$ cat config.mk
export PLATFORM = sky130hd
export DESIGN_NAME = mbinit_repairclk_rx
export DESIGN_NICKNAME = d
export VERILOG_FILES = /design/src/rtl/ltsm_mbinit_pkg.sv /design/src/rtl/repairclk_lane_det.sv /design/src/rtl/mbinit_repairclk_rx.sv
export SDC_FILE = /design/constraint.sdc
export NUM_CORES = 1
export LEC_CHECK = 0
export CAP_MARGIN = 20
export CORE_AREA = 3 3 98 100
export DETAILED_ROUTE_END_ITERATION = 10
export DIE_AREA = 0 0 101 103
export PLACE_DENSITY = 0.51
export SYNTH_ARGS = -nofsm -noshare
export SYNTH_HDL_FRONTEND = slang
export SYNTH_SLANG_ARGS = --single-unit
$ cat constraint.sdc
create_clock -name i_clk -period 5.5 [get_ports i_clk]
set_input_delay 1.1 -clock i_clk [delete_from_list [all_inputs] [get_ports i_clk]]
set_output_delay 1.1 -clock i_clk [all_outputs]
set_load 0.01 [all_outputs]
$ cat src/rtl/ltsm_mbinit_pkg.sv
// Shared MBINIT REPAIRCLK definitions: sideband message codes and step state encoding.
// Used by both the RX and TX sides of the handshake.
package ltsm_mbinit_pkg;

    localparam int unsigned MSG_NONE        = 0;
    localparam int unsigned MSG_INIT_REQ    = 1;
    localparam int unsigned MSG_INIT_RESP   = 2;
    localparam int unsigned MSG_RESULT_REQ  = 3;
    localparam int unsigned MSG_RESULT_RESP = 4;
    localparam int unsigned MSG_DONE_REQ    = 5;
    localparam int unsigned MSG_DONE_RESP   = 6;

    typedef enum logic [2:0] {
        IDLE,
        WAIT_INIT_REQ,
        SEND_INIT_RESP,
        DETECT,
        SEND_RESULT_RESP,
        WAIT_DONE_REQ,
        SEND_DONE_RESP,
        RX_END
    } repairclk_state_e;

    // Response code driven while sitting in a SEND_* state; MSG_NONE elsewhere.
    function automatic int unsigned resp_code(repairclk_state_e s);
        case (s)
            SEND_INIT_RESP:   return MSG_INIT_RESP;
            SEND_RESULT_RESP: return MSG_RESULT_RESP;
            SEND_DONE_RESP:   return MSG_DONE_RESP;
            default:          return MSG_NONE;
        endcase
    endfunction

endpackage

$ cat src/rtl/repairclk_lane_det.sv
// Per-lane clock-pattern detect counter: saturating count of detect pulses,
// pass when the count reaches DET_THRESHOLD.
module repairclk_lane_det #(
    parameter int unsigned DET_THRESHOLD = 16,
    parameter int unsigned CNT_W         = 8
) (
    input  logic i_clk,
    input  logic i_rst_n,
    input  logic clear_i,
    input  logic enable_i,
    input  logic pulse_i,
    output logic pass_o
);

    logic [CNT_W-1:0] cnt_q, cnt_d;

    always_comb begin
        cnt_d = cnt_q;
        if (clear_i) begin
            cnt_d = '0;
        end else if (enable_i && pulse_i && (cnt_q != '1)) begin
            cnt_d = cnt_q + 1'b1;
        end
    end

    // NOTE: sequential state uses non-blocking assignments so every register samples pre-edge values.
    always_ff @(posedge i_clk or negedge i_rst_n) begin
        if (!i_rst_n) begin
            cnt_q <= '0;
        end else begin
            cnt_q <= cnt_d;
        end
    end

    // Pass is taken from the registered count, so a pulse in the sampling cycle is not included.
    assign pass_o = (cnt_q >= CNT_W'(DET_THRESHOLD));

endmodule

$ cat src/rtl/mbinit_repairclk_rx.sv
// MBINIT REPAIRCLK receiver: answers the partner's init/result/done requests and
// logs per-lane clock-pattern detection. Optional step timeout under REPAIRCLK_RX_TIMEOUT_EN.
module mbinit_repairclk_rx
    import ltsm_mbinit_pkg::*;
#(
    parameter int unsigned SB_MSG_Width   = 4,
    parameter int unsigned DET_THRESHOLD  = 16,
    parameter int unsigned CNT_W          = 8,
    parameter int unsigned TIMEOUT_CYCLES = 8000000
) (
    input  logic                    i_clk,
    input  logic                    i_rst_n,
    input  logic                    i_mbinit_repairclk_en,
    input  logic                    i_sb_busy,
    input  logic                    i_falling_edge_busy,
    input  logic [SB_MSG_Width-1:0] i_decoded_sb_msg,
    input  logic                    i_sb_valid,
    input  logic                    i_rckp_det,
    input  logic                    i_rckn_det,
    input  logic                    i_rtrk_det,
    output logic [SB_MSG_Width-1:0] o_encoded_sb_msg,
    output logic                    o_msg_valid,
    output logic                    o_det_en,
    output logic [2:0]              o_logged_results,
    output logic                    o_rx_end,
    output logic                    o_timeout
);

    localparam logic [SB_MSG_Width-1:0] C_INIT_REQ   = SB_MSG_Width'(MSG_INIT_REQ);
    localparam logic [SB_MSG_Width-1:0] C_RESULT_REQ = SB_MSG_Width'(MSG_RESULT_REQ);
    localparam logic [SB_MSG_Width-1:0] C_DONE_REQ   = SB_MSG_Width'(MSG_DONE_REQ);

    repairclk_state_e        state_q, state_d;
    logic [SB_MSG_Width-1:0] pend_q, pend_d;
    logic [SB_MSG_Width-1:0] rx_msg;
    logic                    has_msg;
    logic                    clear_cnt;
    logic                    latch_res;
    logic                    tmo_hit;
    logic [2:0]              lane_pass;
    logic [2:0]              res_q, res_d;
    logic [SB_MSG_Width-1:0] code_q;
    logic                    msg_valid_q, det_en_q, rx_end_q;

    // A request that arrives while our TX is busy is parked in pend_q until busy drops.
    assign has_msg = i_sb_valid || (pend_q != '0);
    assign rx_msg  = i_sb_valid ? i_decoded_sb_msg : pend_q;

    // NOTE: every signal written here gets a default first, so no path can infer a latch.
    always_comb begin
        state_d   = state_q;
        pend_d    = pend_q;
        latch_res = 1'b0;
        case (state_q)
            IDLE: state_d = WAIT_INIT_REQ;
            WAIT_INIT_REQ: begin
                if (has_msg && rx_msg == C_INIT_REQ) begin
                    if (!i_sb_busy) state_d = SEND_INIT_RESP;
                    else            pend_d  = C_INIT_REQ;
                end
            end
            SEND_INIT_RESP:   if (i_falling_edge_busy) state_d = DETECT;
            DETECT: begin
                if (has_msg && rx_msg == C_INIT_REQ) begin
                    if (!i_sb_busy) state_d = SEND_INIT_RESP;
                    else            pend_d  = C_INIT_REQ;
                end else if (has_msg && rx_msg == C_RESULT_REQ) begin
                    latch_res = i_sb_valid;
                    if (!i_sb_busy) state_d = SEND_RESULT_RESP;
                    else            pend_d  = C_RESULT_REQ;
                end
            end
            SEND_RESULT_RESP: if (i_falling_edge_busy) state_d = WAIT_DONE_REQ;
            WAIT_DONE_REQ: begin
                if (has_msg && rx_msg == C_DONE_REQ) begin
                    if (!i_sb_busy) state_d = SEND_DONE_RESP;
                    else            pend_d  = C_DONE_REQ;
                end
            end
            SEND_DONE_RESP:   if (i_falling_edge_busy) state_d = RX_END;
            RX_END:           state_d = RX_END;
            default:          state_d = IDLE;
        endcase
        if (tmo_hit)                state_d = IDLE;
        if (!i_mbinit_repairclk_en) state_d = IDLE;
        if (state_d != state_q)     pend_d  = '0;
    end

    assign clear_cnt = (state_q == IDLE) ||
                       ((state_d == SEND_INIT_RESP) && (state_q != SEND_INIT_RESP));

    always_comb begin
        res_d = res_q;
        if (state_d == IDLE) res_d = '0;
        else if (latch_res)  res_d = lane_pass;
    end

    // NOTE: the asynchronous reset clears state and every output register at once, so a
    // send request in flight drops without waiting for a clock edge.
    always_ff @(posedge i_clk or negedge i_rst_n) begin
        if (!i_rst_n) begin
            state_q     <= IDLE;
            pend_q      <= '0;
            res_q       <= '0;
            code_q      <= '0;
            msg_valid_q <= 1'b0;
            det_en_q    <= 1'b0;
            rx_end_q    <= 1'b0;
        end else begin
            state_q     <= state_d;
            pend_q      <= pend_d;
            res_q       <= res_d;
            code_q      <= SB_MSG_Width'(resp_code(state_d));
            msg_valid_q <= (resp_code(state_d) != MSG_NONE);
            det_en_q    <= (state_d == DETECT);
            rx_end_q    <= (state_d == RX_END);
        end
    end

`ifdef REPAIRCLK_RX_TIMEOUT_EN
    localparam int unsigned TMO_W = $clog2(TIMEOUT_CYCLES + 1);

    logic [TMO_W-1:0] tmo_cnt_q, tmo_cnt_d;
    logic             tmo_active;
    logic             timeout_q;

    assign tmo_active = (state_q != IDLE) && (state_q != RX_END);
    assign tmo_hit    = tmo_active && (tmo_cnt_q == TMO_W'(TIMEOUT_CYCLES - 1));

    always_comb begin
        tmo_cnt_d = tmo_cnt_q + 1'b1;
        if (!tmo_active || (state_d != state_q)) tmo_cnt_d = '0;
    end

    always_ff @(posedge i_clk or negedge i_rst_n) begin
        if (!i_rst_n) begin
            tmo_cnt_q <= '0;
            timeout_q <= 1'b0;
        end else begin
            tmo_cnt_q <= tmo_cnt_d;
            timeout_q <= tmo_hit;
        end
    end

    assign o_timeout = timeout_q;
`else
    logic unused_tmo_cfg;
    assign unused_tmo_cfg = ^32'(TIMEOUT_CYCLES);
    assign tmo_hit        = 1'b0;
    assign o_timeout      = 1'b0;
`endif

    repairclk_lane_det #(.DET_THRESHOLD(DET_THRESHOLD), .CNT_W(CNT_W)) u_rckp_det (
        .i_clk(i_clk), .i_rst_n(i_rst_n), .clear_i(clear_cnt), .enable_i(det_en_q),
        .pulse_i(i_rckp_det), .pass_o(lane_pass[0])
    );

    repairclk_lane_det #(.DET_THRESHOLD(DET_THRESHOLD), .CNT_W(CNT_W)) u_rckn_det (
        .i_clk(i_clk), .i_rst_n(i_rst_n), .clear_i(clear_cnt), .enable_i(det_en_q),
        .pulse_i(i_rckn_det), .pass_o(lane_pass[1])
    );

    repairclk_lane_det #(.DET_THRESHOLD(DET_THRESHOLD), .CNT_W(CNT_W)) u_rtrk_det (
        .i_clk(i_clk), .i_rst_n(i_rst_n), .clear_i(clear_cnt), .enable_i(det_en_q),
        .pulse_i(i_rtrk_det), .pass_o(lane_pass[2])
    );

    assign o_encoded_sb_msg = code_q;
    assign o_msg_valid      = msg_valid_q;
    assign o_det_en         = det_en_q;
    assign o_rx_end         = rx_end_q;
    assign o_logged_results = res_q;

endmodule
==> results of run 1 <==
[cells in the final DEF, fill, tap and decap left out, drive strengths merged, types with 2 or more instances in the layout]
cell,n
nor2,42
dfrtp,39
clkdlybuf4s50,19
inv,13
nand2,13
xor2,11
nand3,9
nand4,9
xnor2,8
a21oi,8
mux2i,7
ha,6
clkbuf,6
o21ai,5
nor3,5
and2,4
nor2b,4
nand2b,3
a31oi,3
or4,3
and3,3
conb,3
mux2,2
o211a,2
or3,2
a22oi,2
bufinv,2
buf,2
[report_power, final]
part           total (uW)  internal [uW]  switching (uW)
Combinational        47.5           18.7            28.7
Clock                 282            181             101
Sequential            291            288            2.90
Total                 621            488             132
[metal layers]
layer	routed length, um	vias to the layer above	GRT usage
li1	-	830	-
met1	2210	808	0.125
met2	1960	37	0.141
met3	221	2	0.0230
met4	17	0	0.0184
met5	0	-	0
[cell type report]
| cell class | count | area (sq um) | share of cell area |
|---|---|---|---|
| sequential | 39 | 976 | 0.378 |
| multi-input combinational | 171 | 1090 | 0.422 |
| tap | 108 | 135 | 0.0523 |
| clock inverter | 2 | 60.1 | 0.0232 |
| timing repair buffer | 21 | 203 | 0.0784 |
| clock buffer | 6 | 72.6 | 0.0281 |
| inverter | 13 | 48.8 | 0.0189 |
[how the worst max path moves through the flow]
stage / end / slack [ns] / cells after the start
2_1_floorplan: u_rtrk_det.cnt_q[7]$_DFFE_PN0P_ / 2.38 / 8
3_3_place_gp: u_rckn_det.cnt_q[3]$_DFFE_PN0P_ / 1.62 / 8
3_5_place_dp: u_rckn_det.cnt_q[3]$_DFFE_PN0P_ / 1.54 / 8
4_1_cts: u_rckn_det.cnt_q[3]$_DFFE_PN0P_ / 1.85 / 8
5_1_grt: u_rckn_det.cnt_q[6]$_DFFE_PN0P_ / 1.62 / 8
6_report: u_rckn_det.cnt_q[3]$_DFFE_PN0P_ / 1.86 / 8
[cell families (layout without fill, tap and decap cells)]
family                     after synthesis  in the layout  share of synthesized area
muxes                                    9              9                     0.0426
adders and majority gates                6              6                     0.0345
buffers and inverters                   22             42                     0.0535
AOI/OAI and AO/OA                       31             31                      0.105
other                                    1              3                    0.00172
and+or+nand+nor                        103            103                      0.237
DFF                                     39             39                      0.449
xor gates and xnor gates                19             19                     0.0765
[worst max-delay path, cell delays in order]
cell	delay, ns
clkdlybuf4s50_1	0.67
nor4bb_1	0.52
o211a_1	0.34
a221oi_1	0.11
a311o_1	0.39
o31ai_4	0.26
buf_4	0.31
nor3_1	0.10
[registers in the layout, indices dropped and copies added (netlist names)]
register,cells
u_rckp_det.cnt_q,8
u_rtrk_det.cnt_q,8
o_rx_end,1
pend_q,4
state_q,3
o_msg_valid,1
o_encoded_sb_msg,2
o_det_en,1
o_logged_results,3
u_rckn_det.cnt_q,8
[stage by stage]
step / utilization / total power (uW) / cells / cell area, sq um
after global placement: 0.280 / 345 / 352 / 2450
after floorplan: - / 326 / 232 / 2180
after global routing: 0.295 / 648 / 360 / 2580
final: 0.295 / 621 / 360 / 2580
after CTS: 0.295 / 633 / 360 / 2580
after detailed placement: 0.280 / 345 / 352 / 2450
==> results_dict.tcl, run 1 <==
set metrics [dict create \
    via_per_inst 4.66 \
    crit_required_ns 5.66 \
    io_pins 24 \
    n_antenna_cell 0 \
    fmax_mhz 275 \
    drtAntennaViolNets 0 \
    finalClockSkew_ns 0.00927 \
    grt_pass1_vias 1610 \
    criticalPathCategory "in2reg" \
    cts_tree "yes" \
    synth_edf_count 0 \
    place.gp.congestion 0.756 \
    slew_violations 0 \
    setup_tns_ns 0 \
    area_growth_syn_to_layout_pct 18.9 \
    num_rows 34 \
    grt_pass1_wl_um 7580 \
    critPathArrivalTime_ns 3.80 \
    yosysTopAreaCell "dfrtp_1" \
    worstHoldStart "pend_q[0]$_DFFE_PN0P_" \
    syn_area_sq_um 2170 \
    fin_crit_ns 3.64 \
    antenna_found_initial 0 \
    synth_cell_types 45 \
    port_buffers 20 \
    syn_inst 230 \
    totalWireLength_um 4410 \
    fin_crit_sh 0.662 \
    tightest_slew_ns 0.885 \
    wl_per_cell_um 12.2 \
    rsz0062_at_grt "no" \
    grt_usage 0.0895 \
    cap_violations 0 \
    die_w_um 101 \
    cts_sinks 39 \
    die_area_sq_um 10400 \
    drt_pass1_iterations 4 \
    hold_depth 2 \
    hold_end "pend_q[0]$_DFFE_PN0P_" \
    fillCellCount 961 \
    place_hpwl_um 3110 \
    ctsHoldBuffers 0 \
    cp-end-kind "flop" \
    preCtsSetupSlack_ns 1.54 \
    cts_setup_buffers 0 \
    fin_hold_ws_ns 0.526 \
    synth_area_per_cell_sq_um 9.45 \
    r2r_end "u_rckn_det.cnt_q[3]$_DFFE_PN0P_" \
    finalSetupViolations 0 \
    slew-limit-headroom 0.410 \
    initial_core_util 0.248 \
    synthArstFlopShare 1.00 \
    reg2reg_slack_ns 2.99 \
    worstSetupStartpoint "i_sb_valid" \
    vdd_ir_drop_max_v 0.000105 \
    initialDrtViolationCount 70 \
    synth_ff_type "dfrtp_1" \
    startpoint_type "primary input" \
    r2r-start "pend_q[1]$_DFFE_PN0P_" \
    seq_area_frac_synth 0.449 \
    grt_max_degree 40 \
    clockBufferDepth 2 \
    layout_setup_ws_ns 1.86 \
    drive_above_1_share 0.0595 \
    post_cts_resized 0 \
    coreArea_sq_um 8760 \
    cts.htree.levels 2 \
    power_density_nw_per_um2 240 \
    critPathMaxFanout 24 \
    yosys-top-cells-area "dfrtp_1 45%, nor2_1 7.2%, xor2_1 4.4%" \
    drc 0 \
    cellLeakagePower_uw 0.00114 \
    cts-root-buf "clkbuf_8" \
    die_height_um 103 \
    clock_latency_ns 0.29 \
    numCtsBuffers 5 \
    ff2ff_path_depth 7 \
    grt_overflow 0 \
    synth.most_common_cell "nor2_1" \
    holdCritPathClass "reg2reg" \
    status "finished clean" \
    synthTopCellsByCount "42 x nor2_1, 39 x dfrtp_1, 13 x inv_1, 13 x nand2_1, 11 x xor2_1" \
    clk_pin_slew_ns 0.08 \
    ys_warn_count 0 \
    vias 1677 \
    hold_viol_final 0 \
    synth_top_area_share 0.449 \
    nNetsFinal 270 \
    ys_seq_elements 39 \
]
Power figures use the tool's default switching activity.
==> inputs of run 2 (changes only) <==
==> constraint.sdc (replaced) <==
create_clock -name i_clk -period 3.7 [get_ports i_clk]
set_input_delay 0.74 -clock i_clk [delete_from_list [all_inputs] [get_ports i_clk]]
set_output_delay 0.74 -clock i_clk [all_outputs]
set_load 0.01 [all_outputs]
==> results_dict.tcl, run 2 (synthesized netlist as in run 1, its figures left out) <==
set metrics [dict create \
    hold_end "pend_q[3]$_DFFE_PN0P_" \
    fillCellCount 949 \
    hold_viol_final 0 \
    drc 0 \
    grt_max_degree 40 \
    cts_sinks 39 \
    port_buffers 20 \
    initialDrtViolationCount 86 \
    startpoint_type "primary input" \
    crit_required_ns 3.85 \
    fmax_mhz 311 \
    clockBufferDepth 2 \
    cp-end-kind "flop" \
    r2r_end "u_rckn_det.cnt_q[5]$_DFFE_PN0P_" \
    tightest_slew_ns 0.874 \
    die_height_um 103 \
    preCtsSetupSlack_ns 0.207 \
    vdd_ir_drop_max_v 0.000174 \
    critPathMaxFanout 24 \
    utilization 0.291 \
    grt_pass1_wl_um 7910 \
    coreArea_sq_um 8760 \
    totalWireLength_um 4490 \
    drive_above_1_share 0.0556 \
    clk_pin_slew_ns 0.08 \
    hold_depth 2 \
    rsz0062_at_grt "no" \
    cts_setup_buffers 0 \
    vias 1674 \
    die_w_um 101 \
    initial_core_util 0.248 \
    cts-root-buf "clkbuf_8" \
    power_density_nw_per_um2 309 \
    drtAntennaViolNets 0 \
    critPathArrivalTime_ns 3.37 \
    nNetsFinal 270 \
    setup_tns_ns 0 \
    criticalPathCategory "in2reg" \
    via_per_inst 4.65 \
    top_regs "u_rckn_det.cnt_q: 8 flops, u_rckp_det.cnt_q: 8 flops, u_rtrk_det.cnt_q: 8 flops" \
    io_pins 24 \
    area_growth_syn_to_layout_pct 17.1 \
    cellLeakagePower_uw 0.00113 \
    place_hpwl_um 3140 \
    fin_crit_ns 3.21 \
    antenna_found_initial 0 \
    cts_tree "yes" \
    slew_violations 0 \
    final_cell_mix "42 x nor2_1, 39 x dfrtp_1, 19 x clkdlybuf4s50_1, 13 x inv_1, 13 x nand2_1" \
    clock_latency_ns 0.29 \
    wl_per_cell_um 12.5 \
    finalClockSkew_ns 0.00646 \
    grt_overflow 0 \
    cts.htree.levels 2 \
    totalPowerFinal_uw 786 \
    grt_pass1_vias 1657 \
    drt_pass1_iterations 4 \
    reg2reg_slack_ns 1.26 \
    ctsHoldBuffers 0 \
    slew-limit-headroom 0.417 \
    num_rows 34 \
    n_antenna_cell 0 \
    layout_setup_ws_ns 0.488 \
    status "finished clean" \
    fin_crit_sh 0.868 \
    holdCritPathClass "reg2reg" \
    grt_usage 0.0948 \
    post_cts_resized 0 \
    die_area_sq_um 10400 \
    mostFrequentLayoutCell "nor2_1" \
    ff2ff_path_depth 7 \
    worstHoldStart "pend_q[3]$_DFFE_PN0P_" \
    place.gp.congestion 0.770 \
    finalSetupViolations 0 \
    r2r-start "pend_q[1]$_DFFE_PN0P_" \
    numCtsBuffers 5 \
    cap_violations 0 \
]
run 2: cell count changes in the layout (fill, tap and decap cells not counted), sizes merged:
cell | before | now
clkbuf | 6 | 7
bufinv | 2 | 0
clkinv | 0 | 1
run 2: routing by layer:
metal	wire, um	up-vias	global-route usage
met3	206	5	0.0203
met5	0	-	0
met2	2010	28	0.149
met1	2230	813	0.131
li1	-	828	-
met4	38	0	0.0276
run 2: final cells by class:
class                           instances  area, sq um  share of cell area
Inverter                               13         48.8              0.0192
Multi-Input combinational cell        171         1090               0.428
Clock buffer                            7         76.3              0.0300
Clock inverter                          1         5.00             0.00197
Timing Repair Buffer                   21          215              0.0845
Sequential cell                        39          976               0.383
Tap cell                              108          135              0.0531
run 2: metrics by stage:
stage,hold slack (ns),cells,area (sq um)
after floorplan,0.444,232,2180
after global placement,0.512,352,2460
after detailed placement,0.514,352,2460
after CTS,0.525,360,2550
after global routing,0.573,360,2550
final,0.521,360,2550
run 2: how the worst max path moves through the flow:
stage / from / to
floorplan: i_sb_valid / u_rtrk_det.cnt_q[7]$_DFFE_PN0P_
global placement: i_sb_valid / u_rckn_det.cnt_q[5]$_DFFE_PN0P_
detailed placement: i_sb_valid / u_rckn_det.cnt_q[5]$_DFFE_PN0P_
CTS: i_sb_valid / u_rckn_det.cnt_q[5]$_DFFE_PN0P_
global route: i_sb_valid / u_rckn_det.cnt_q[5]$_DFFE_PN0P_
finish: i_sb_valid / u_rckn_det.cnt_q[5]$_DFFE_PN0P_
run 2: critical path: stages:
cell and delay [ns]:
clkdlybuf4s50_1 0.66, nor4bb_1 0.56, o211a_1 0.32, a221oi_1 0.11, a311o_1 0.38, o31ai_4 0.32
buf_12 0.20, a311oi_1 0.06
run 2: where the power goes:
group / total (uW) / switching [uW] / internal, uW / leakage, uW
Combinational: 74.3 / 43.7 / 30.6 / 0.000541
Clock: 279 / 147 / 132 / 0.0000422
Sequential: 433 / 4.44 / 428 / 0.000543
==> inputs of run 3 (changes only) <==
--- a/config.mk
+++ b/config.mk
@@ -6,9 +6,9 @@
 export NUM_CORES = 1
 export LEC_CHECK = 0
 export CAP_MARGIN = 20
-export CORE_AREA = 3 3 98 100
+export CORE_AREA = 2 2 97 99
 export DETAILED_ROUTE_END_ITERATION = 10
-export DIE_AREA = 0 0 101 103
+export DIE_AREA = 0 0 99 101
 export PLACE_DENSITY = 0.51
 export SYNTH_ARGS = -nofsm -noshare
 export SYNTH_HDL_FRONTEND = slang
==> results_dict.tcl, run 3 (synthesized netlist as in run 1, its figures left out) <==
set metrics [dict create \
    status "finished clean" \
    hold_viol_final 0 \
    cts.htree.levels 2 \
    die_area_sq_um 10000 \
    cts_sinks 39 \
    clk_pin_slew_ns 0.07 \
    cts-root-buf "clkbuf_8" \
    mostFrequentLayoutCell "nor2_1" \
    crit_required_ns 3.86 \
    fin_crit_ns 3.14 \
    vdd_ir_drop_max_v 0.0000969 \
    stdcell_area_sq_um 2550 \
    drt_pass1_iterations 4 \
    power.internal_uw 592 \
    die_w_um 99 \
    num_rows 35 \
    clock_latency_ns 0.29 \
    nNetsFinal 270 \
    cp_cell_sequence "clkdlybuf4s50_1 -> nor4bb_1 -> o211a_1 -> a221oi_1 -> a311o_1 -> o31ai_4 -> buf_12 -> a311oi_1" \
    grt_pass1_vias 1566 \
    grt_usage 0.0911 \
    initial_core_util 0.242 \
    port_buffers 20 \
    vias 1662 \
    drive_above_1_share 0.0556 \
    grt_pass1_wl_um 7400 \
    via_per_inst 4.58 \
    fmax_mhz 319 \
    power_density_nw_per_um2 309 \
    holdCritPathClass "reg2reg" \
    p_comb_frac 0.093 \
    initialDrtViolationCount 95 \
    clkPwrFrac 0.357 \
    p_sw_frac 0.249 \
    utilization 0.284 \
    tightest_slew_ns 0.861 \
    place_hpwl_um 3020 \
    grt_overflow 0 \
    io_pins 24 \
    startpoint_type "primary input" \
    finalSetupViolations 0 \
    antenna_found_initial 0 \
    ctsHoldBuffers 0 \
    slew_violations 0 \
    cap_violations 0 \
    numCtsBuffers 5 \
    slowest_stage "clkdlybuf4s50_1" \
    die_height_um 101 \
    drtAntennaViolNets 0 \
    place.gp.congestion 0.777 \
    cts_setup_buffers 0 \
    drc 0 \
    p_seq_frac 0.550 \
    fin_crit_sh 0.848 \
    clockBufferDepth 2 \
    n_antenna_cell 0 \
    critPathMaxFanout 24 \
    critPathArrivalTime_ns 3.29 \
    cts_tree "yes" \
    slew-limit-headroom 0.426 \
    placed_cell_area_sq_um 2470 \
    post_cts_resized 0 \
    cellLeakagePower_uw 0.00113 \
    grt_max_degree 40 \
    slowest_delay_ns 0.67 \
    finalClockSkew_ns 0.00646 \
    switching_power_uw 196 \
    setup_tns_ns 0 \
    wl_per_cell_um 11.9 \
    top_regs "u_rckn_det.cnt_q: 8 flops, u_rckp_det.cnt_q: 8 flops, u_rtrk_det.cnt_q: 8 flops" \
    final_cell_mix "42 x nor2_1, 39 x dfrtp_1, 19 x clkdlybuf4s50_1, 13 x inv_1, 13 x nand2_1" \
    area_growth_syn_to_layout_pct 17.3 \
    fillCellCount 943 \
    totalWireLength_um 4330 \
    coreArea_sq_um 8980 \
    cp-end-kind "flop" \
    criticalPathCategory "in2reg" \
    rsz0062_at_grt "no" \
]
-- run 3: cell counts in the layout (fill, tap and decap cells not counted) --
Identical to the previous run, type by type.
-- run 3: layer usage --
layer | global-route usage | part of all wire | up-vias
met4 | 0.0316 | 0.012 | 0
met2 | 0.140 | 0.45 | 34
met5 | 0 | 0 | -
li1 | - | - | 824
met1 | 0.121 | 0.48 | 796
met3 | 0.0291 | 0.058 | 8
-- run 3: stage by stage --
| stage | hold slack [ns] | total power (uW) | setup WS, ns | cells |
|---|---|---|---|---|
| 2_1_floorplan | 0.444 | 485 | 0.937 | 232 |
| 3_3_place_gp | 0.515 | 516 | 0.274 | 355 |
| 3_5_place_dp | 0.520 | 515 | 0.270 | 355 |
| 4_1_cts | 0.530 | 800 | 0.563 | 363 |
| 5_1_grt | 0.563 | 828 | 0.408 | 363 |
| 6_report | 0.536 | 787 | 0.563 | 363 |
-- run 3: power groups by stage --
stage	clock, uW	combinational [uW]	sequential [uW]
2_1_floorplan	0	46.7	438
3_3_place_gp	0	74.9	441
3_5_place_dp	0	74.4	441
4_1_cts	293	75.1	432
5_1_grt	312	82.4	433
6_report	281	73.5	433
-- run 3: final cells by class --
cell class	instances	area [sq um]	share of cell area
clock inverters	1	5.00	0.00196
repair buffers	21	215	0.0844
inverters	13	48.8	0.0191
clock buffers	7	76.3	0.0299
flip-flops and latches	39	976	0.383
well taps	111	139	0.0545
multi-input cells	171	1090	0.427
-- run 3: worst paths after layout --
kind / endpoint / slack, ns / from / cells after the start
worst min register to register: pend_q[0]$_DFFE_PN0P_ / 0.54 / pend_q[0]$_DFFE_PN0P_ / 2
max in group asynchronous: u_rckp_det.cnt_q[4]$_DFFE_PN0P_ / 2.60 / i_rst_n / 1
worst max-delay path: u_rckn_det.cnt_q[5]$_DFFE_PN0P_ / 0.56 / i_sb_valid / 8
worst min-delay path: pend_q[0]$_DFFE_PN0P_ / 0.54 / pend_q[0]$_DFFE_PN0P_ / 2
worst max register to register: u_rckn_det.cnt_q[5]$_DFFE_PN0P_ / 1.29 / pend_q[1]$_DFFE_PN0P_ / 7
min in group asynchronous: pend_q[1]$_DFFE_PN0P_ / 0.56 / i_rst_n / 1
-- run 3: worst max-delay path, delay by kind of cell --
kind	cells	cell delay [ns]
buf+inv	2	0.87
compound gates	5	1.16
simple gates	1	0.50
